[src/rtl/mod5_pkg.sv]
// mod5_pkg: constants shared by the serial mod-5 transmitter and the
// matching checking receivers: the IDLE/DATA/CHECK state encodings, the
// check modulus, the residue/accumulator width and the number of check
// bits appended to each frame.
package mod5_pkg;

    localparam logic [1:0] IDLE  = 2'd0;
    localparam logic [1:0] DATA  = 2'd1;
    localparam logic [1:0] CHECK = 2'd2;

    localparam int unsigned MOD         = 5;
    localparam int unsigned RES_W       = 3;
    localparam int unsigned TRAILER_LEN = 3;

endpackage

[src/rtl/mod5_step.sv]
// mod5_step: one MSB-first step of a running mod-5 residue.
//   acc      : current residue, 0..4
//   b        : next serial bit
//   acc_next : (2*acc + b) mod 5
module mod5_step
    import mod5_pkg::*;
(
    input  logic [RES_W-1:0] acc,
    input  logic             b,
    output logic [RES_W-1:0] acc_next
);

    logic [RES_W:0] sum;
    logic [RES_W:0] diff;

    // 2*acc+b is at most 9, so a single conditional subtract reduces it.
    always_comb begin
        sum  = {acc, b};
        diff = sum - (RES_W+1)'(MOD);
        if (sum >= (RES_W+1)'(MOD)) begin
            acc_next = diff[RES_W-1:0];
        end else begin
            acc_next = sum[RES_W-1:0];
        end
    end

endmodule

[src/rtl/serial_mod5_tx.sv]
// serial_mod5_tx: shifts a WIDTH-bit word out MSB first, then appends the
// word's mod-5 residue as a 3-bit trailer, LSB first.
//   clk, reset : rising-edge clock, asynchronous active-high reset
//   load, din  : start request and word; taken on an edge where ready=1
//   ready      : a load is accepted this cycle (idle or final trailer bit)
//   tx_bit     : serial data (0 when tx_valid=0)
//   tx_valid   : tx_bit carries a frame bit
//   tx_last    : tx_bit is the final trailer bit
//   residue    : din mod 5 of the most recent frame
module serial_mod5_tx
    import mod5_pkg::*;
#(
    parameter int unsigned WIDTH = 8
) (
    input  logic             clk,
    input  logic             reset,
    input  logic             load,
    input  logic [WIDTH-1:0] din,
    output logic             ready,
    output logic             tx_bit,
    output logic             tx_valid,
    output logic             tx_last,
    output logic [RES_W-1:0] residue
);

    localparam int unsigned CNT_W = $clog2(WIDTH);

    logic [1:0]       state_q,    state_d;
    logic [WIDTH-1:0] shreg_q,    shreg_d;
    logic [CNT_W-1:0] cnt_q,      cnt_d;
    logic [1:0]       tidx_q,     tidx_d;
    logic [RES_W-1:0] acc_q,      acc_d;
    logic [RES_W-1:0] residue_q,  residue_d;
    logic             tx_bit_q,   tx_bit_d;
    logic             tx_valid_q, tx_valid_d;
    logic             tx_last_q,  tx_last_d;
    logic             ready_q,    ready_d;

    logic             accept;
    logic [RES_W-1:0] step_acc;
    logic             step_b;
    logic             step_next_unused;
    logic [RES_W-1:0] step_next;

    mod5_step u_step (
        .acc      (step_acc),
        .b        (step_b),
        .acc_next (step_next)
    );

    assign step_next_unused = 1'b0;

    // acc_q always covers every bit already on tx_bit, so the accepting
    // edge folds din[MSB] into acc (starting from 0) as it presents it, and
    // the din[0] cycle already holds the final residue.
    always_comb begin
        state_d    = state_q;
        shreg_d    = shreg_q;
        cnt_d      = cnt_q;
        tidx_d     = tidx_q;
        acc_d      = acc_q;
        residue_d  = residue_q;
        tx_bit_d   = 1'b0;
        tx_valid_d = 1'b0;
        tx_last_d  = 1'b0;
        ready_d    = 1'b0;
        accept     = ready_q & load;
        step_acc   = acc_q;
        step_b     = shreg_q[WIDTH-1];

        if (accept) begin
            step_acc   = '0;
            step_b     = din[WIDTH-1];
            state_d    = DATA;
            shreg_d    = {din[WIDTH-2:0], 1'b0};
            cnt_d      = CNT_W'(WIDTH - 1);
            acc_d      = step_next;
            tx_bit_d   = din[WIDTH-1];
            tx_valid_d = 1'b1;
        end else begin
            case (state_q)
                IDLE: begin
                    ready_d = 1'b1;
                end
                DATA: begin
                    tx_valid_d = 1'b1;
                    if (cnt_q != '0) begin
                        tx_bit_d = shreg_q[WIDTH-1];
                        shreg_d  = shreg_q << 1;
                        acc_d    = step_next;
                        cnt_d    = cnt_q - 1'b1;
                    end else begin
                        residue_d = acc_q;
                        tx_bit_d  = acc_q[0];
                        tidx_d    = '0;
                        state_d   = CHECK;
                    end
                end
                CHECK: begin
                    if (tidx_q == 2'(TRAILER_LEN - 1)) begin
                        state_d = IDLE;
                        ready_d = 1'b1;
                    end else begin
                        tx_valid_d = 1'b1;
                        tidx_d     = tidx_q + 1'b1;
                        tx_bit_d   = residue_q[tidx_d];
                        if (tidx_d == 2'(TRAILER_LEN - 1)) begin
                            tx_last_d = 1'b1;
                            ready_d   = 1'b1;
                        end
                    end
                end
                default: begin
                    state_d = IDLE;
                    ready_d = 1'b1;
                end
            endcase
        end
    end

    always_ff @(posedge clk or posedge reset) begin
        if (reset) begin
            state_q    <= IDLE;
            shreg_q    <= '0;
            cnt_q      <= '0;
            tidx_q     <= '0;
            acc_q      <= '0;
            residue_q  <= '0;
            tx_bit_q   <= 1'b0;
            tx_valid_q <= 1'b0;
            tx_last_q  <= 1'b0;
            ready_q    <= 1'b1;
        end else begin
            state_q    <= state_d;
            shreg_q    <= shreg_d;
            cnt_q      <= cnt_d;
            tidx_q     <= tidx_d;
            acc_q      <= acc_d;
            residue_q  <= residue_d;
            tx_bit_q   <= tx_bit_d;
            tx_valid_q <= tx_valid_d;
            tx_last_q  <= tx_last_d;
            ready_q    <= ready_d;
        end
    end

    assign ready    = ready_q;
    assign tx_bit   = tx_bit_q;
    assign tx_valid = tx_valid_q;
    assign tx_last  = tx_last_q;
    assign residue  = residue_q;

endmodule

[config.mk]
export PLATFORM = sky130hd
export DESIGN_NAME = serial_mod5_tx
export DESIGN_NICKNAME = d
export VERILOG_FILES = /design/src/rtl/mod5_pkg.sv /design/src/rtl/mod5_step.sv /design/src/rtl/serial_mod5_tx.sv
export SDC_FILE = /design/constraint.sdc
export NUM_CORES = 1
export LEC_CHECK = 0
export ABC_AREA = 0
export ABC_CLOCK_PERIOD_IN_PS = 2500
export CAP_MARGIN = 10
export CORE_UTILIZATION = 53
export DETAILED_ROUTE_END_ITERATION = 6
export PLACE_DENSITY_LB_ADDON = 0.3
export SYNTH_ARGS = -nofsm -noshare
export SYNTH_HDL_FRONTEND = slang
export SYNTH_SLANG_ARGS = --single-unit
[constraint.sdc]
create_clock -name clk -period 2.5 [get_ports clk]
set_input_delay 0.375 -clock clk [delete_from_list [all_inputs] [get_ports clk]]
set_output_delay 0.375 -clock clk [all_outputs]
set_load 0.01 [all_outputs]
==> metrics, run 1 <==
total via count after detailed routing=1016; top achievable clock speed=532 MHz; sequential power share=40.1%; antenna violations before repair=0; fraction of final layout cells with drive strength greater than 1=9.21%; total leakage power=0.716 nW; hold-fix buffer count after cts=0; final period utilization=75.3%; clock-pin slew of the registers on the worst-case setup and hold paths=0.13 ns; multi-input logic area=629 sq um; post-place instance area=0.00149 sq mm; min Tclk post-route=1.88 ns; total wire length=2510 um; net switching power=686 uW; final worst slack=0.619 ns; post-cts sizing count=0; detailed placer's ending HPWL=1820 um; clock root buffer=sky130_fd_sc_hd__clkbuf_4; fraction of registers with async set or reset after synthesis=100%; Core Area=0.00225 sq mm; Mapped Cells=134; H-tree levels=1; Hold Slack=0.379 ns; internal power=1.02 mW; netlist area before placement=0.00130 sq mm; per-cell routed wire length=13.9 um; Die ar.=0.00265 sq mm; TNS Setup=0 ns; final count of negative-setup-slack endpoints=0; commonest non-fill, non-tap cell in the layout=sky130_fd_sc_hd__nand2_1; number of clock buffers inserted by TritonCTS=3; Slew @ Worst Pin=0.543 ns; Boundary Pins=18; worst min-delay path category=primary input to async pin; Starting DRT DRC Count=19; Die Wd=51.5 um; Remaining DRCs=0; Area growth, synth to finish=17.2%; critical-path maximum fanout=15; fraction of power consumed by combinational cells=49.5%; post-synthesis average cell area=9.67 sq um; highest ir drop seen on vdd=0.647 mV; Relative slew margins=63.8%; class of the most critical setup path=flip-flop to flip-flop; cell area after layout=0.00152 sq mm; via count of the first global-routing pass=1068; commonest register cell after synthesis=sky130_fd_sc_hd__dfrtp_1; Post-synth EDFFs=0; drt first pass iters=4; Total GRT Usage=23.1%; Diodes inserted=0; internal reg-to-reg setup slack=0.62 ns; Port Buffer Count=17; Final Max Tran Viols=0; number of nets in the synthesized netlist=154; Worst Setup End Kind=flip-flop; Sw Share=40.2%; final hold vios=0; initial core utilization=57.5%; critical path startpoint=cnt_q[0]; Std-Cell Rows=17; ratio of total power to cell area=1120 mW/mm^2; Util after Layout=67.4%; nets=173; buffers from clock root to sink, at most=2; count of different cell masters after synthesis=37; routed vias/inst=5.64; pin count of the biggest net entering global routing=25; RePlAce Congestion=0.825; count of max-cap constraint violations=0; setup repair after global routing missed its margin=no; total congestion overflow after global routing=0; share of synthesized area occupied by flip-flops and latches=46.4%; Die Ht=51.5 um; R2R Path End=state_q[1]; depth of the worst register-to-register path=6; Post-Route Skew=0.00980 ns; number of buffers added for setup after CTS=0; Critical Path Source Type=flip-flop; clock sink total=24; clock latency at the later pin of the worst-skew pair=0.32 ns; count of warnings emitted by yosys=0; final-layout fill cell count=187; Post-Place Setup Slack=0.339 ns; result of the run=finished clean; ANT nets after route=0; first-pass GRT wire length=4390 um; launch point of the worst reg-to-reg path=cnt_q[0]; Req. time, crit path=2.71 ns; CTS tree=done; worst endpoint data arrival time=2.10 ns; Clock Power Share=10.5%; synthesis-stage register bit count=24; commonest cells after routing, fill and taps aside=sky130_fd_sc_hd__nand2_1 (25), sky130_fd_sc_hd__dfrtp_1 (23), sky130_fd_sc_hd__clkdlybuf4s50_1 (17), sky130_fd_sc_hd__inv_1 (9), sky130_fd_sc_hd__ha_1 (9); combined flip-flop and latch cell area=602 sq um
==> layer usage <==
metal  vias to the layer above  share of wire [%]  GRT usage (%)
li1                        502                  -              -
met1                       488                 45           26.8
met2                        21                 50           38.3
met3                         5                3.3           4.46
met4                         0                1.7           15.3
met5                         -                  0              0
==> critical path, cell delays in order (launching register included) <==
cell,delay (ns)
sky130_fd_sc_hd__dfrtp_1,0.42
sky130_fd_sc_hd__inv_1,0.10
sky130_fd_sc_hd__ha_1,0.20
sky130_fd_sc_hd__nand2b_4,0.08
sky130_fd_sc_hd__and2_1,0.33
sky130_fd_sc_hd__or3_1,0.42
sky130_fd_sc_hd__a31o_1,0.24
==> cells by family (layout without fill, tap and decap cells) <==
group,Yosys count,after routing,synth area share [%]
flip-flops,24,24,46.4
AO/OA/AOI/OAI,30,30,15.6
buffers and inverters,15,33,5.02
multiplexers,5,5,5.12
adder cells (fa/ha/maj),9,9,8.69
XOR/XNOR,1,1,0.676
AND/OR/NAND/NOR,50,50,18.4
==> cells in the mapped netlist (2+ instances only) <==
library cell	n	share of area [%]
sky130_fd_sc_hd__a211oi_1	2	1.2
sky130_fd_sc_hd__a21oi_1	5	1.9
sky130_fd_sc_hd__a22o_1	3	2.0
sky130_fd_sc_hd__a31oi_1	7	3.4
sky130_fd_sc_hd__and3_1	2	0.97
sky130_fd_sc_hd__clkbuf_1	4	1.2
sky130_fd_sc_hd__dfrtp_1	23	44
sky130_fd_sc_hd__ha_1	9	8.7
sky130_fd_sc_hd__inv_1	9	2.6
sky130_fd_sc_hd__mux2_4	3	3.5
sky130_fd_sc_hd__nand2_1	25	7.2
sky130_fd_sc_hd__nand3_1	3	1.2
sky130_fd_sc_hd__nor2_1	7	2.0
sky130_fd_sc_hd__nor2b_1	2	0.97
sky130_fd_sc_hd__nor3_1	4	1.5
sky130_fd_sc_hd__o211ai_1	2	1.2
sky130_fd_sc_hd__o21ai_0	3	1.2
sky130_fd_sc_hd__o21ai_1	2	0.77
==> state kept, by name, indices dropped and copies added (netlist names) <==
name,count
shreg_q,7
tx_bit,1
cnt_q,3
acc_q,3
state_q,2
tx_valid,1
ready,1
residue,3
tidx_q,2
tx_last,1
==> through the flow <==
stage,std cells,power (mW)
6_report,180,1.71
3_3_place_gp,176,1.49
3_5_place_dp,176,1.54
2_1_floorplan,134,1.29
5_1_grt,180,1.87
4_1_cts,180,1.72
==> worst max path at each step <==
stage | slack [ns] | to
floorplan | 0.69 | acc_q[1]
global placement | 0.39 | acc_q[1]
detailed placement | 0.34 | acc_q[1]
CTS | 0.60 | state_q[1]
global route | 0.54 | acc_q[1]
finish | 0.62 | state_q[1]
==> power groups by stage <==
stage / logic (mW) / registers (mW) / clock network (mW)
floorplan: 0.603 / 0.682 / 0
global placement: 0.808 / 0.685 / 0
detailed placement: 0.843 / 0.694 / 0
CTS: 0.851 / 0.685 / 0.187
global route: 0.965 / 0.709 / 0.199
finish: 0.844 / 0.684 / 0.179
==> layout make-up <==
cell class,instances,area share [%]
multi-input cells,95,41.4
flip-flops and latches,24,39.6
repair buffers,20,12.7
well taps,28,2.31
inverters,9,2.22
clock buffers,4,1.73
No activity file was read; power rests on OpenSTA's default activity.
==> inputs of run 2 (changes only) <==
Settings changed: ABC_CLOCK_PERIOD_IN_PS 2500 to 1600, CORE_UTILIZATION 53 to 48.
Clock period 2.5 ns to 1.6 ns, I/O delays scaled along.
==> metrics, run 2 (synthesis gave the netlist of run 1 again) <==
result of the run=finished clean (unchanged); ratio of total power to cell area=1830 mW/mm^2 (was 1120 mW/mm^2); min Tclk post-route=1.59 ns (was 1.88 ns); final count of negative-setup-slack endpoints=0 (unchanged); cell area after layout=0.00173 sq mm (was 0.00152 sq mm); critical-path maximum fanout=3 (was 15); Final Max Tran Viols=0 (unchanged); critical path startpoint=ready (was cnt_q[0]); count of max-cap constraint violations=0 (unchanged); most repeated library cell on the critical path=sky130_fd_sc_hd__nand2_4; Worst Setup End Kind=flip-flop (unchanged); Die Ht=54.0 um (was 51.5 um); clock root buffer=sky130_fd_sc_hd__clkbuf_4 (unchanged); Boundary Pins=18 (unchanged); final hold vios=0 (unchanged); Diodes inserted=0 (unchanged); total wire length=2810 um (was 2510 um); Remaining DRCs=0 (unchanged); Total GRT Usage=20.8% (was 23.1%); Die ar.=0.00291 sq mm (was 0.00265 sq mm); total via count after detailed routing=1090 (was 1016); via count of the first global-routing pass=972 (was 1068); Die Wd=54.0 um (was 51.5 um); launch point of the worst reg-to-reg path=ready (was cnt_q[0]); clock-pin slew of the registers on the worst-case setup and hold paths=0.13 ns (about the same); routed vias/inst=5.53 (was 5.64); commonest cells after routing, fill and taps aside=sky130_fd_sc_hd__dfrtp_1 (23), sky130_fd_sc_hd__nand2_1 (20), sky130_fd_sc_hd__buf_4 (18), sky130_fd_sc_hd__clkdlybuf4s50_1 (16), sky130_fd_sc_hd__a31oi_1 (7) (was sky130_fd_sc_hd__nand2_1 (25), sky130_fd_sc_hd__dfrtp_1 (23), sky130_fd_sc_hd__clkdlybuf4s50_1 (17), sky130_fd_sc_hd__inv_1 (9), sky130_fd_sc_hd__ha_1 (9)); nets=188 (was 173); Std-Cell Rows=18 (was 17); CTS tree=done (unchanged); CP max stage cell=sky130_fd_sc_hd__dfstp_2 (was sky130_fd_sc_hd__dfrtp_1); H-tree levels=1 (unchanged); Req. time, crit path=1.86 ns (was 2.71 ns); RePlAce Congestion=0.814 (was 0.825); first-pass GRT wire length=4270 um (was 4390 um); class of the most critical setup path=flip-flop to flip-flop (unchanged); Worst path max stage delay=0.59 ns (was 0.42 ns); R2R Path End=acc_q[2] (was state_q[1]); Port Buffer Count=17 (unchanged); Slew @ Worst Pin=0.296 ns (was 0.543 ns); number of clock buffers inserted by TritonCTS=3 (unchanged); top achievable clock speed=630 MHz (was 532 MHz); largest register by flop count=shreg_q (unchanged); Post-Route Skew=0.00212 ns (was 0.00980 ns); antenna violations before repair=0 (unchanged); clock sink total=24 (unchanged); Hold Slack=0.243 ns (was 0.379 ns); final period utilization=99.1% (was 75.3%); detailed placer's ending HPWL=1970 um (was 1820 um); per-cell routed wire length=14.3 um (was 13.9 um); setup repair after global routing missed its margin=yes (was no); buffers from clock root to sink, at most=2 (unchanged); Core Area=0.00252 sq mm (was 0.00225 sq mm); number of buffer and inverter stages on the critical path=2 (was 1); total leakage power=0.817 nW (was 0.716 nW); initial core utilization=51.4% (was 57.5%); kind of cell adding the most delay to the critical path=flip-flops (was simple AND/OR/NAND/NOR gates); Relative slew margins=80.0% (was 63.8%); commonest non-fill, non-tap cell in the layout=sky130_fd_sc_hd__dfrtp_1 (was sky130_fd_sc_hd__nand2_1); worst endpoint data arrival time=1.84 ns (was 2.10 ns); internal reg-to-reg setup slack=0.01 ns (was 0.62 ns); clock latency at the later pin of the worst-skew pair=0.32 ns (about the same); post-place instance area=0.00162 sq mm (was 0.00149 sq mm); pin count of the biggest net entering global routing=25 (unchanged); depth of the worst register-to-register path=9 (was 6); Area growth, synth to finish=33.4% (was 17.2%); highest ir drop seen on vdd=1.19 mV (was 0.647 mV); drt first pass iters=4 (unchanged); cell breakdown of the critical path=and2_4 -> nand2_4 -> nand2_4 -> inv_2 -> ha_4 -> buf_4 -> nor2_2 -> o21ai_1 -> a21oi_1 (was inv_1 -> ha_1 -> nand2b_4 -> and2_1 -> or3_1 -> a31o_1); worst min-delay path category=primary input to async pin (unchanged); Starting DRT DRC Count=33 (was 19); Largest register FFs=7 (unchanged); ANT nets after route=0 (unchanged); total congestion overflow after global routing=0 (unchanged); fraction of final layout cells with drive strength greater than 1=26.9% (was 9.21%); Critical Path Source Type=flip-flop (unchanged)
==> run 2: cell count changes in the layout (fill, tap and decap cells not counted), sizes merged <==
cell / previous run / this run
dlygate4sd2: 0 / 1
buf: 3 / 18
clkdlybuf4s50: 17 / 16
==> run 2: cell type report <==
| class | instances | area [sq um] |
|---|---|---|
| fillers | 211 | 793 |
| multi-input cells | 95 | 716 |
| flip-flops and latches | 24 | 602 |
| repair buffers | 35 | 304 |
| well taps | 30 | 37.5 |
| clock buffers | 4 | 36.3 |
| inverters | 9 | 33.8 |
==> run 2: worst reg2reg max path: stages (launching register included) <==
cell	delay, ns
sky130_fd_sc_hd__dfstp_2	0.59
sky130_fd_sc_hd__and2_4	0.18
sky130_fd_sc_hd__nand2_4	0.06
sky130_fd_sc_hd__nand2_4	0.08
sky130_fd_sc_hd__inv_2	0.04
sky130_fd_sc_hd__ha_4	0.16
sky130_fd_sc_hd__buf_4	0.13
sky130_fd_sc_hd__nor2_2	0.08
sky130_fd_sc_hd__o21ai_1	0.06
sky130_fd_sc_hd__a21oi_1	0.15
==> run 2: power breakdown <==
part | leakage (nW) | switching [mW] | internal (mW)
Sequential | 0.297 | 0.203 | 0.869
Clock | 0.0210 | 0.181 | 0.139
Combinational | 0.499 | 0.859 | 0.904
Total | 0.817 | 1.24 | 1.91
==> run 2: layer usage <==
| layer | track usage, % | part of all wire (%) | routed length (um) |
|---|---|---|---|
| met1 | 25.0 | 45 | 1280 |
| met2 | 36.0 | 50 | 1410 |
| met3 | 5.08 | 3.7 | 104 |
| met4 | 7.02 | 0.82 | 23 |
| met5 | 0 | 0 | 0 |
==> run 2: worst max-delay path by stage <==
stage,cells after the start,endpoint,slack [ns]
floorplan,10,acc_q[0],-0.0002
global placement,9,acc_q[1],-0.27
detailed placement,9,acc_q[1],-0.30
CTS,8,acc_q[1],-0.005
global route,8,acc_q[1],-0.07
finish,9,acc_q[2],0.01
==> run 2: stage by stage <==
step	setup WS (ns)	setup TNS [ns]	util (%)	total power, mW	std cells
CTS	-0.00542	-0.00542	66.0	3.01	193
finish	0.0139	0	68.6	3.16	197
global route	-0.0732	-0.230	68.6	3.43	197
detailed placement	-0.302	-1.67	64.1	2.67	188
global placement	-0.273	-1.46	64.1	2.60	188
floorplan	-0.000221	-0.000221	-	2.14	134
==> run 2: timing repair <==
item,in CTS,in global routing
hold endpoints to repair,0,0
setup endpoints to repair,8,10
buffers inserted,1,4
pin swaps,6,7
hold buffers,0,0
resized for setup,3,9
==> inputs of run 3 (changes only) <==
Settings changed: CTS_CLUSTER_DIAMETER set to 80, REMOVE_ABC_BUFFERS set to 1.
==> metrics, run 3 (synthesis gave the netlist of run 1 again) <==
Die Wd=54.0 um (unchanged); largest register by flop count=shreg_q (unchanged); Area growth, synth to finish=35.0% (was 33.4%); launch point of the worst reg-to-reg path=ready (unchanged); total congestion overflow after global routing=0 (unchanged); ANT nets after route=0 (unchanged); class of the most critical setup path=flip-flop to flip-flop (unchanged); setup repair after global routing missed its margin=yes (unchanged); ratio of total power to cell area=1810 mW/mm^2 (was 1830 mW/mm^2); routed vias/inst=5.51 (was 5.53); Post-Place Setup Slack=-0.287 ns (was -0.302 ns); Relative slew margins=77.7% (was 80.0%); Inst Count DP=192 (was 188); per-cell routed wire length=14.1 um (was 14.3 um); clock root buffer=sky130_fd_sc_hd__clkbuf_4 (unchanged); Slew @ Worst Pin=0.335 ns (was 0.296 ns); final worst slack=0.0120 ns (was 0.0139 ns); final hold vios=0 (unchanged); count of max-cap constraint violations=0 (unchanged); Boundary Pins=18 (unchanged); Die Ht=54.0 um (unchanged); Std-Cell Rows=18 (unchanged); H-tree levels=1 (unchanged); Port Buffer Count=17 (unchanged); drt first pass iters=4 (unchanged); total leakage power=0.813 nW (was 0.817 nW); depth of the worst register-to-register path=8 (was 9); internal reg-to-reg setup slack=0.01 ns (about the same); commonest cells after routing, fill and taps aside=sky130_fd_sc_hd__dfrtp_1 (23), sky130_fd_sc_hd__nand2_1 (21), sky130_fd_sc_hd__buf_4 (17), sky130_fd_sc_hd__clkdlybuf4s50_1 (16), sky130_fd_sc_hd__a31oi_1 (7) (was sky130_fd_sc_hd__dfrtp_1 (23), sky130_fd_sc_hd__nand2_1 (20), sky130_fd_sc_hd__buf_4 (18), sky130_fd_sc_hd__clkdlybuf4s50_1 (16), sky130_fd_sc_hd__a31oi_1 (7)); final non-filler cell total=198 (was 197); clock-pin slew of the registers on the worst-case setup and hold paths=0.14 ns (was 0.13 ns); total via count after detailed routing=1091 (was 1090); RePlAce Congestion=0.809 (was 0.814); clock latency at the later pin of the worst-skew pair=0.32 ns (about the same); nets=189 (was 188); Diodes inserted=0 (unchanged); number of clock buffers inserted by TritonCTS=3 (unchanged); initial core utilization=51.4% (unchanged); result of the run=finished clean (unchanged); worst min-delay path category=primary input to async pin (unchanged); Die ar.=0.00291 sq mm (unchanged); cell area after layout=0.00175 sq mm (was 0.00173 sq mm); Critical Path Source Type=flip-flop (unchanged); Post-Route Skew=0.00583 ns (was 0.00212 ns); highest ir drop seen on vdd=1.25 mV (was 1.19 mV); Final Max Tran Viols=0 (unchanged); fraction of final layout cells with drive strength greater than 1=29.8% (was 26.9%); clock sink total=24 (unchanged); detailed placer's ending HPWL=2030 um (was 1970 um); hold-fix buffer count after cts=0 (unchanged); first-pass GRT wire length=4640 um (was 4270 um); antenna violations before repair=0 (unchanged); CTS tree=done (unchanged); top achievable clock speed=630 MHz (about the same); worst endpoint data arrival time=1.81 ns (was 1.84 ns); pin count of the biggest net entering global routing=14 (was 25); final period utilization=99.3% (was 99.1%); Worst Setup End Kind=flip-flop (unchanged); Hold Slack=0.156 ns (was 0.243 ns); buffers from clock root to sink, at most=2 (unchanged); Req. time, crit path=1.83 ns (was 1.86 ns); Starting DRT DRC Count=30 (was 33); post-place instance area=0.00160 sq mm (was 0.00162 sq mm); final count of negative-setup-slack endpoints=0 (unchanged); Largest register FFs=7 (unchanged); R2R Path End=acc_q[1] (was acc_q[2]); Remaining DRCs=0 (unchanged); critical-path maximum fanout=3 (unchanged); commonest non-fill, non-tap cell in the layout=sky130_fd_sc_hd__dfrtp_1 (unchanged); via count of the first global-routing pass=1034 (was 972); Core Area=0.00252 sq mm (unchanged); Total GRT Usage=22.4% (was 20.8%); total wire length=2800 um (was 2810 um); min Tclk post-route=1.59 ns (about the same)
[run 3: cell count changes in the layout (fill, tap and decap cells not counted), moves of 2 or more]
cell and delta:
sky130_fd_sc_hd__buf_6 +2, sky130_fd_sc_hd__ha_1 -2, sky130_fd_sc_hd__ha_2 +2, sky130_fd_sc_hd__nand2_2 +2, sky130_fd_sc_hd__nand2_4 -3
[run 3: power by group]
| group | internal, mW | total (mW) | switching [mW] | leakage, nW |
|---|---|---|---|---|
| registers | 0.868 | 1.07 | 0.200 | 0.297 |
| clock network | 0.139 | 0.328 | 0.189 | 0.0210 |
| logic | 0.923 | 1.78 | 0.856 | 0.495 |
| total | 1.93 | 3.18 | 1.25 | 0.813 |
[run 3: metal layers]
layer / share of wire (%) / vias up / wire, um / track usage, %
met3: 3.6 / 5 / 100 / 3.67
li1: - / 531 / - / -
met2: 47 / 34 / 1320 / 36.4
met4: 1.3 / 0 / 36 / 9.65
met1: 48 / 521 / 1340 / 29.2
met5: 0 / - / 0 / 0
[run 3: layout make-up]
class | count | area (sq um)
Multi-Input combinational cell | 95 | 722
Tap cell | 30 | 37.5
Fill cell | 193 | 772
Inverter | 9 | 33.8
Timing Repair Buffer | 36 | 319
Sequential cell | 24 | 602
Clock buffer | 4 | 36.3
[run 3: critical path: stages, from the launching register on]
cell and delay (ns):
sky130_fd_sc_hd__dfstp_2 0.57, sky130_fd_sc_hd__nand2_2 0.07, sky130_fd_sc_hd__nand2_2 0.06, sky130_fd_sc_hd__nand2_2 0.06
sky130_fd_sc_hd__ha_2 0.17, sky130_fd_sc_hd__nand2b_4 0.15, sky130_fd_sc_hd__a21oi_2 0.15, sky130_fd_sc_hd__mux2i_1 0.19
sky130_fd_sc_hd__a21oi_1 0.07
[run 3: stage by stage]
step / utilization, % / power, mW / TNS (ns)
2_1_floorplan: - / 1.96 / -0.929
3_3_place_gp: 63.4 / 2.52 / -1.43
3_5_place_dp: 63.4 / 2.58 / -1.60
4_1_cts: 66.9 / 3.04 / 0
5_1_grt: 69.4 / 3.43 / -0.211
6_report: 69.4 / 3.18 / 0
[run 3: how the worst max path moves through the flow]
stage / slack (ns) / endpoint / from
floorplan: -0.42 / acc_q[1] / ready
global placement: -0.27 / acc_q[1] / load
detailed placement: -0.29 / acc_q[1] / load
CTS: 0.008 / residue[1] / state_q[1]
global route: -0.11 / acc_q[1] / ready
finish: 0.01 / acc_q[1] / ready
[run 3: timing repair]
item                                    CTS  global route
pin swaps                                 7             6
endpoints found under the setup margin    7            10
hold endpoints to repair                  0             0
gates resized for setup                  12            18
setup buffers                             2             0
